**config.mk**
```make
export PLATFORM = sky130hd
export DESIGN_NAME = seq_div_32
export DESIGN_NICKNAME = d
export VERILOG_FILES = /design/src/rtl/seq_div_32.sv
export SDC_FILE = /design/constraint.sdc
export NUM_CORES = 1
export LEC_CHECK = 0
export CAP_MARGIN = 30
export CORE_MARGIN = 3
export CORE_UTILIZATION = 30
export CTS_BUF_LIST = sky130_fd_sc_hd__clkbuf_16
export DETAILED_ROUTE_END_ITERATION = 12
export MAX_ROUTING_LAYER = met4
export PLACE_DENSITY = 0.48
export SLEW_MARGIN = 20
export SYNTH_ARGS = -nofsm -noshare
export SYNTH_HDL_FRONTEND = slang
export SYNTH_SLANG_ARGS = --single-unit
```
**constraint.sdc**
```tcl
create_clock -name clk -period 17.3 [get_ports clk]
set_input_delay 3.46 -clock clk [delete_from_list [all_inputs] [get_ports clk]]
set_output_delay 3.46 -clock clk [all_outputs]
set_load 0.01 [all_outputs]
```
**src/rtl/seq_div_32.sv**
```systemverilog
// Sequential restoring divider: one quotient bit per clock, WIDTH steps per division.
// Results, done and div_by_zero are registered; done pulses in the cycle after the DONE state.
module seq_div_32 #(
    parameter int WIDTH = 32
) (
    input  logic             clk,
    input  logic             reset,
    input  logic             start,
    input  logic [WIDTH-1:0] dividend,
    input  logic [WIDTH-1:0] divisor,
    output logic [WIDTH-1:0] quotient,
    output logic [WIDTH-1:0] remainder,
    output logic             busy,
    output logic             done,
    output logic             div_by_zero
);

    localparam int CW = $clog2(WIDTH + 1);

    typedef enum logic [1:0] {
        S_IDLE,
        S_RUN,
        S_DONE
    } state_t;

    state_t           state_q, state_d;
    logic [CW-1:0]    cnt_q, cnt_d;
    logic [WIDTH:0]   rem_q, rem_d;
    logic [WIDTH-1:0] quo_q, quo_d;
    logic [WIDTH-1:0] dsr_q, dsr_d;
    logic [WIDTH-1:0] quotient_q, quotient_d;
    logic [WIDTH-1:0] remainder_q, remainder_d;
    logic             done_q, done_d;
    logic             dbz_q, dbz_d;

    logic [WIDTH:0]   s_val;
    logic [WIDTH:0]   sub_b;
    logic [WIDTH+1:0] sub_full;
    logic [WIDTH:0]   t_val;
    logic             cout;

    // One restoring step: S = shifted partial remainder, T = S - divisor; carry-out means S >= divisor
    always_comb begin
        s_val    = {rem_q[WIDTH-1:0], quo_q[WIDTH-1]};
        sub_b    = ~{1'b0, dsr_q};
        sub_full = {1'b0, s_val} + {1'b0, sub_b} + {{(WIDTH + 1){1'b0}}, 1'b1};
        t_val    = sub_full[WIDTH:0];
        cout     = sub_full[WIDTH+1];
    end

    // Next-state and datapath control for IDLE / RUN / DONE
    always_comb begin
        state_d     = state_q;
        cnt_d       = cnt_q;
        rem_d       = rem_q;
        quo_d       = quo_q;
        dsr_d       = dsr_q;
        quotient_d  = quotient_q;
        remainder_d = remainder_q;
        done_d      = 1'b0;
        dbz_d       = dbz_q;
        case (state_q)
            S_IDLE: begin
                if (start) begin
                    dsr_d   = divisor;
                    rem_d   = '0;
                    quo_d   = dividend;
                    cnt_d   = '0;
                    dbz_d   = (divisor == '0);
                    state_d = (divisor == '0) ? S_DONE : S_RUN;
                end
            end
            S_RUN: begin
                rem_d = cout ? t_val : s_val;
                quo_d = {quo_q[WIDTH-2:0], cout};
                cnt_d = cnt_q + 1'b1;
                if (cnt_q == CW'(WIDTH - 1)) begin
                    state_d = S_DONE;
                end
            end
            S_DONE: begin
                // Zero divisor: Q still holds the untouched dividend, so it becomes the remainder
                done_d      = 1'b1;
                quotient_d  = dbz_q ? '1 : quo_q;
                remainder_d = dbz_q ? quo_q : rem_q[WIDTH-1:0];
                state_d     = S_IDLE;
            end
            default: begin
                state_d = S_IDLE;
            end
        endcase
    end

    // State and datapath registers, cleared asynchronously by reset
    always_ff @(posedge clk or posedge reset) begin
        if (reset) begin
            state_q     <= S_IDLE;
            cnt_q       <= '0;
            rem_q       <= '0;
            quo_q       <= '0;
            dsr_q       <= '0;
            quotient_q  <= '0;
            remainder_q <= '0;
            done_q      <= 1'b0;
            dbz_q       <= 1'b0;
        end else begin
            state_q     <= state_d;
            cnt_q       <= cnt_d;
            rem_q       <= rem_d;
            quo_q       <= quo_d;
            dsr_q       <= dsr_d;
            quotient_q  <= quotient_d;
            remainder_q <= remainder_d;
            done_q      <= done_d;
            dbz_q       <= dbz_d;
        end
    end

    assign quotient    = quotient_q;
    assign remainder   = remainder_q;
    assign busy        = (state_q != S_IDLE);
    assign done        = done_q;
    assign div_by_zero = dbz_q;

endmodule

```
==> tab_implementation.tex, run 1 <==
\begin{tabular}{lr}
\hline
Metric & Value \\
\hline
\multicolumn{2}{l}{\textbf{Global routing}} \\
\quad Number of antenna violations at the first check in global routing & 0 \\
\quad Via count of the first global-routing pass & 7236 \\
\quad Overflow left after global routing & 0 \\
\quad Wire length of the first global-routing pass & between 40000 and 50000 um \\
\quad Maximum number of pins on one net before global-route repair & 77 \\
\quad Total track usage & 15.9\% \\
\multicolumn{2}{l}{\textbf{Clocking}} \\
\quad Hold-fix buffer count after cts & 0 \\
\quad Quantity of gates resized following cts & 0 \\
\quad Deepest clock path buffer count & 2 \\
\quad CTS buffer count & 17 \\
\quad Root Buffer & clkbuf\_16 \\
\quad Post-CTS repair timing setup buffer count & 0 \\
\quad Clock latency on the worst-skew pair & roughly 0.43 ns \\
\quad Number of H-tree levels & 4 \\
\quad Total clock sinks & 170 \\
\quad Post-CTS clock slew at the launch and capture registers of the worst setup and hold paths & 0.08 ns \\
\quad Clock tree from TritonCTS & yes \\
\multicolumn{2}{l}{\textbf{Setup path}} \\
\quad Worst path required time & between 15 and 20 ns \\
\quad Kind of critical path & in2reg \\
\quad CP Data Arrival Time & 5.56 ns \\
\quad Peak fanout along the critical path & 76 \\
\quad Worst setup EP type & flop \\
\quad Worst setup SP type & primary input \\
\multicolumn{2}{l}{\textbf{Synthesis}} \\
\quad Fraction of synthesized area in multiplexers & approximately 6.5\% \\
\quad Syn Std Cell Area & around 9100 um2 \\
\quad Area share of the largest cell type after synthesis & 46.7\% \\
\quad Post-Synthesis Net Count & between 1000 and 1500 \\
\quad Top cells by area, synth & dfrtp\_1 (47\%), nand2\_1 (6.7\%), o21ai\_0 (6.7\%) \\
\quad Adder-cell share of the synthesized area & approximately 4.8\% \\
\quad Yosys reg bits & 170 \\
\quad Dominant cell by count in the synthesized netlist & dfrtp\_1 \\
\quad Number of instances in the synthesized netlist & 1025 \\
\quad Post-synthesis share of cell area spent on and, or, nand and nor gates & between 10\% and 20\% \\
\quad Proportion of synthesized chip area in sequential cells & between 40\% and 50\% \\
\quad Count of unique library cells instantiated by Yosys & 58 \\
\quad Top\_reg\_cell synth & dfrtp\_1 \\
\quad Synth Area per Inst & approximately 9 um2 \\
\quad Share of async-settable or async-resettable flops after synthesis & between 90\% and 100\% \\
\quad Most common library cells after synthesis & dfrtp\_1 (170), nand2\_1 (163), o21ai\_0 (121) \\
\quad Area leader, netlist & dfrtp\_1 \\
\quad XOR/XNOR Fraction of Synth Area & under 10\% \\
\quad Synthesis Warnings & 0 \\
\quad Combinational family with the most area after synthesis & compound AO/OA/AOI/OAI gates \\
\quad Compound-cell area share of the yosys netlist & a little under a fifth \\
\quad Count of flip-flops with a built-in enable after synthesis & 0 \\
\multicolumn{2}{l}{\textbf{Routing}} \\
\quad Length of the first detailed-routing pass in iterations & 5 \\
\quad Number of remaining DRC errors & 0 \\
\quad Via-to-Cell Ratio & approximately 4.8 \\
\quad Detail Route Antenna Nets & 0 \\
\quad Total wire length after detailed routing & approximately 25000 um \\
\quad Number of design-rule violations left by the first detailed-router iteration & roughly 440 \\
\quad Routed length per placed instance & roughly 16 um \\
\quad Via count & approximately 7400 \\
\multicolumn{2}{l}{\textbf{Place}} \\
\quad Post-DP HPWL & 18300 um \\
\quad Number of input and output port buffers inserted & around 130 \\
\quad Post-Place Setup Slack & roughly 12 ns \\
\quad Routability Congestion & about 0.83 \\
\quad Number of placed instances, taps included & between 1000 and 1500 \\
\multicolumn{2}{l}{\textbf{Power and ir drop}} \\
\quad Static Leak & $\sim$4.9 nW \\
\quad Peak supply drop & just under 0.00008 V \\
\quad Post-layout total power & about 0.002 W \\
\quad Cell area power density & around 180 nW/um2 \\
\multicolumn{2}{l}{\textbf{Worst hold path}} \\
\quad Type of the tightest min-delay check & reg2reg \\
\multicolumn{2}{l}{\textbf{Timing}} \\
\quad Crit share post-route & between 30\% and 40\% \\
\quad Crit path setup slack, layout & roughly 12 ns \\
\quad Remaining max-slew budget at the tightest pin & 39.9\% \\
\quad Final hold violation count & 0 \\
\quad Fin Setup TNS & 0 ns \\
\quad Final setup viols & 0 \\
\quad RSZ-0062 raised after global routing & false \\
\quad Transition time at the pin with the least slew margin & between 0.9 and 1 ns \\
\quad Clock Skew & 0.0120 ns \\
\quad Final Max Slew Viols & 0 \\
\quad Maximum operating frequency & approximately 190 MHz \\
\quad Final worst path period need & about 5.2 ns \\
\multicolumn{2}{l}{\textbf{Final layout}} \\
\quad Non-filler cells, final & about 1500 \\
\quad Layout area overhead & 25.0\% \\
\quad NumNets Final & between 1000 and 1500 \\
\quad Antenna Diode Count & 0 \\
\quad Layout cell share with drive strength beyond 1 & between 5 and 6\% \\
\multicolumn{2}{l}{\textbf{Floorplanning}} \\
\quad Horizontal die dimension & 180 um \\
\quad Total die area & between 30000 and 40000 um2 \\
\quad Floorplan core area & 29800 um2 \\
\quad Placement Rows & 63 \\
\quad Effective utilization at floorplan & a little under a third \\
\quad Number of top-level pins & $\sim$130 \\
\quad Vertical die dimension & $\sim$180 um \\
\multicolumn{2}{l}{\textbf{Flow run}} \\
\quad Count of max-cap constraint violations & 0 \\
\multicolumn{2}{l}{\textbf{Outcome}} \\
\quad Status & completed \\
\hline
\end{tabular}
## registers in the layout, summed over array words and instances (netlist names)
signal,cells
dsr_q,32
quo_q,32
quotient,32
rem_q,32
remainder,32
cnt_q,6
state_q,2
div_by_zero,1
done,1
## logic make-up after synthesis
logic type / count (synthesis)
AND/OR/NAND/NOR: 355
AO/OA/AOI/OAI: 280
flip-flops: 170
buffers and inverters: 105
multiplexers: 58
adder cells (fa/ha/maj): 34
XOR/XNOR: 23
## worst paths after layout
check,start,end,slack [ns],cells after the start
setup / recovery,start,rem_q[25],12.05,6
hold / removal,quotient[23],quotient[23],0.48,2
setup reg to reg,quo_q[31],rem_q[28],14.01,11
hold reg to reg,quotient[23],quotient[23],0.48,2
max in group asynchronous,reset,div_by_zero,12.65,3
min in group asynchronous,reset,quotient[4],3.44,2
## metal layers
layer / vias up / track usage (%) / part of all wire (%)
met4: 0 / 3.35 / 0.90
met1: 3474 / 24.5 / 54
met5: - / - / 0
met2: 126 / 21.9 / 41
li1: 3791 / - / -
met3: 12 / 2.60 / 3.2
## critical path, stage by stage
cell and delay (ns):
clkdlybuf4s50_1 0.50, and2_2 0.15, buf_4 0.52, nor2_1 0.28, buf_4 0.26, a221o_1 0.34
## cell usage in the layout, fill, tap and decap left out, types with 10 or more instances in the layout
master | synthesis | final
clkbuf_16 | 0 | 17
dfrtp_1 | 170 | 169
nand3_1 | 33 | 33
o21ai_0 | 121 | 121
a22oi_1 | 11 | 11
nor2_1 | 102 | 102
clkdlybuf4s50_1 | 0 | 133
o211ai_1 | 10 | 10
ha_1 | 33 | 33
inv_1 | 43 | 42
a21oi_1 | 34 | 34
nor4_1 | 11 | 11
xnor2_1 | 13 | 13
mux2i_1 | 56 | 56
xor2_1 | 10 | 10
nand2_1 | 163 | 162
o21ai_1 | 24 | 24
o22ai_1 | 22 | 22
## power by group
group | switching, W | internal, W
Clock | 0.000186 | 0.000193
Combinational | 0.000555 | 0.000438
Sequential | 0.000129 | 0.000512
## layout make-up
cell class	count	area [um2]
well taps	390	488
flip-flops and latches	170	4260
inverters	43	166
clock inverters	15	155
repair buffers	143	1430
fillers	3061	18400
multi-input cells	750	4460
clock buffers	17	425
## stage by stage
step / hold WS, ns / instance area, um2 / util [%]
2_1_floorplan: 0.450 / 9100 / -
3_3_place_gp: 0.463 / 10800 / 36.1
3_5_place_dp: 0.470 / 10800 / 36.2
4_1_cts: 0.487 / 11400 / 38.2
5_1_grt: 0.504 / 11400 / 38.2
6_report: 0.481 / 11400 / 38.2
Note: power is estimated with default switching activity, not from simulation.
==> run 2: changes to the inputs <==
==> constraint.sdc (replaced) <==
create_clock -name clk -period 5.5 [get_ports clk]
set_input_delay 1.1 -clock clk [delete_from_list [all_inputs] [get_ports clk]]
set_output_delay 1.1 -clock clk [all_outputs]
set_load 0.01 [all_outputs]
==> run 2 against run 1 <==
- core utilization about the same
- cell count hardly changed
- clock skew rose by 0.0023 ns
- highest routed layer unchanged
==> tab_implementation.tex, run 2 (synthesized netlist as in run 1, its figures left out) <==
\begin{tabular}{lr}
\hline
Metric & Value \\
\hline
\multicolumn{2}{l}{\textbf{Place}} \\
\quad Post-Place Setup Slack & 2.21 ns \\
\quad Area post-placement & roughly 11000 um2 \\
\quad Post-DP HPWL & 18200 um \\
\quad Number of placed instances, taps included & between 1000 and 1500 \\
\quad Routability Congestion & 0.858 \\
\quad Number of input and output port buffers inserted & 133 \\
\multicolumn{2}{l}{\textbf{Power and ir drop}} \\
\quad Switching Power & approximately 0.0027 W \\
\quad Comb pwr share & between 40\% and 50\% \\
\quad Share of total power consumed by net switching & around 43\% \\
\quad Post-layout total power & about 0.0063 W \\
\quad Cell Int Power & $\sim$0.0036 W \\
\quad Relative contribution of the clock network to total power & between 10\% and 20\% \\
\quad Cell area power density & approximately 560 nW/um2 \\
\quad Static Leak & 4.88 nW \\
\quad Sequential Power Share & between 30\% and 40\% \\
\quad Peak supply drop & approximately 0.00029 V \\
\multicolumn{2}{l}{\textbf{Setup path}} \\
\quad Worst setup EP type & flop \\
\quad CP delay by family, top & compound AO/OA/AOI/OAI gates \\
\quad Critical path buffer and inverter count & 1 \\
\quad CP Data Arrival Time & 3.57 ns \\
\quad Kind of critical path & reg2reg \\
\quad Worst path required time & between 5 and 6 ns \\
\quad Worst path most repeated cell & o311ai\_1 \\
\quad Peak fanout along the critical path & 4 \\
\quad Cell chain of the critical path & inv\_1 > ha\_1 > fa\_1 > nor2b\_1 > o311a\_1 > o21a\_1 > o311ai\_1 > a21oi\_1 > mux2i\_1 > o311ai\_1 > o211ai\_1 \\
\quad Standard cell with the maximum stage delay on the critical path & o311ai\_1 \\
\quad Max stage delay on crit path & $\sim$0.62 ns \\
\quad Worst setup SP type & flop \\
\multicolumn{2}{l}{\textbf{Routing}} \\
\quad Number of design-rule violations left by the first detailed-router iteration & between 400 and 500 \\
\quad Number of remaining DRC errors & 0 \\
\quad Via-to-Cell Ratio & approximately 4.8 \\
\quad Routed length per placed instance & approximately 16 um \\
\quad Detail Route Antenna Nets & 0 \\
\quad Total wire length after detailed routing & 25200 um \\
\quad Via count & between 7000 and 8000 \\
\quad Length of the first detailed-routing pass in iterations & 4 \\
\multicolumn{2}{l}{\textbf{Flow run}} \\
\quad Count of max-cap constraint violations & 0 \\
\multicolumn{2}{l}{\textbf{Global routing}} \\
\quad Total track usage & 15.9\% \\
\quad Overflow left after global routing & 0 \\
\quad Maximum number of pins on one net before global-route repair & approximately 120 \\
\quad Number of antenna violations at the first check in global routing & 0 \\
\quad Wire length of the first global-routing pass & between 40000 and 50000 um \\
\quad Via count of the first global-routing pass & slightly above 7000 \\
\multicolumn{2}{l}{\textbf{Timing}} \\
\quad Transition time at the pin with the least slew margin & $\sim$0.92 ns \\
\quad Final worst path period need & approximately 3.3 ns \\
\quad Clock Skew & about 0.014 ns \\
\quad Crit share post-route & 59.5\% \\
\quad Final hold violation count & 0 \\
\quad Final setup viols & 0 \\
\quad Final Max Slew Viols & 0 \\
\quad RSZ-0062 raised after global routing & false \\
\quad Crit path setup slack, layout & around 2.2 ns \\
\quad Maximum operating frequency & 306 MHz \\
\quad Fin Setup TNS & 0 ns \\
\quad Remaining max-slew budget at the tightest pin & around two fifths \\
\multicolumn{2}{l}{\textbf{Floorplanning}} \\
\quad Number of top-level pins & around 130 \\
\quad Placement Rows & 63 \\
\quad Vertical die dimension & around 180 um \\
\quad Floorplan core area & $\sim$30000 um2 \\
\quad Total die area & 32500 um2 \\
\quad Horizontal die dimension & 180 um \\
\quad Effective utilization at floorplan & $\sim$31\% \\
\multicolumn{2}{l}{\textbf{Clocking}} \\
\quad Post-CTS repair timing setup buffer count & 0 \\
\quad Total clock sinks & 170 \\
\quad Quantity of gates resized following cts & 0 \\
\quad Clock latency on the worst-skew pair & around 0.44 ns \\
\quad Clock tree from TritonCTS & yes \\
\quad Root Buffer & clkbuf\_16 \\
\quad Post-CTS clock slew at the launch and capture registers of the worst setup and hold paths & roughly 0.070 ns \\
\quad Deepest clock path buffer count & 2 \\
\quad Number of H-tree levels & 4 \\
\quad Hold-fix buffer count after cts & 0 \\
\quad CTS buffer count & 17 \\
\multicolumn{2}{l}{\textbf{Final layout}} \\
\quad Layout area overhead & 25.0\% \\
\quad Most common cell after layout, fill and taps aside & dfrtp\_1 \\
\quad Non-filler cells, final & 1527 \\
\quad Antenna Diode Count & 0 \\
\quad Highest-count cells in the layout ignoring fill and taps & dfrtp\_1 (169), nand2\_1 (162), clkdlybuf4s50\_1 (133), o21ai\_0 (121), nor2\_1 (102) \\
\quad Final design area excluding fillers & around 11000 um2 \\
\quad NumNets Final & roughly 1200 \\
\quad Layout cell share with drive strength beyond 1 & about 5.3\% \\
\multicolumn{2}{l}{\textbf{Worst hold path}} \\
\quad Type of the tightest min-delay check & reg2reg \\
\multicolumn{2}{l}{\textbf{Outcome}} \\
\quad Status & completed \\
\hline
\end{tabular}
## run 2: final cells by class
cell class,instances,area (um2)
flip-flops and latches,170,4260
inverters,43,165
multi-input cells,750,4460
repair buffers,143,1430
fillers,3090,18400
clock buffers,17,425
clock inverters,14,150
well taps,390,488
## run 2: power groups by stage
stage               logic, W  clock network, W  registers [W]
floorplan            0.00249                 0        0.00185
global placement     0.00310                 0        0.00203
detailed placement   0.00313                 0        0.00203
CTS                  0.00314           0.00122        0.00201
global route         0.00355           0.00127        0.00206
finish               0.00313           0.00119        0.00201
## run 2: final timing paths
check,from,to,slack (ns),cells past startpoint
setup / recovery,quo_q[31],rem_q[28],2.23,11
hold / removal,remainder[16],remainder[16],0.48,2
setup reg to reg,quo_q[31],rem_q[28],2.23,11
hold reg to reg,remainder[16],remainder[16],0.48,2
max in group asynchronous,reset,rem_q[27],3.66,3
min in group asynchronous,reset,quotient[4],0.93,2
## run 2: per-layer routing
metal  vias up  track usage, %  routed length (um)
met3        15            2.62                 817
li1       3786               -                   -
met1      3435            24.6               13900
met4         0            3.29                 197
met2       126            21.7               10200
met5         -               -                   0
## run 2: metrics by stage
| stage | utilization, % | hold slack [ns] |
|---|---|---|
| after floorplan | - | 0.450 |
| after detailed placement | 36.2 | 0.469 |
| after CTS | 38.2 | 0.485 |
| after global routing | 38.2 | 0.499 |
| final | 38.2 | 0.478 |
| after global placement | 36.2 | 0.462 |
## run 2: tightest hold or removal path: cells and delay by family, from the launching register on
| kind | cells | cell delay [ns] |
|---|---|---|
| DFF | 1 | 0.34 |
| and+or+nand+nor | 1 | 0.05 |
| AOI/OAI and AO/OA | 1 | 0.06 |
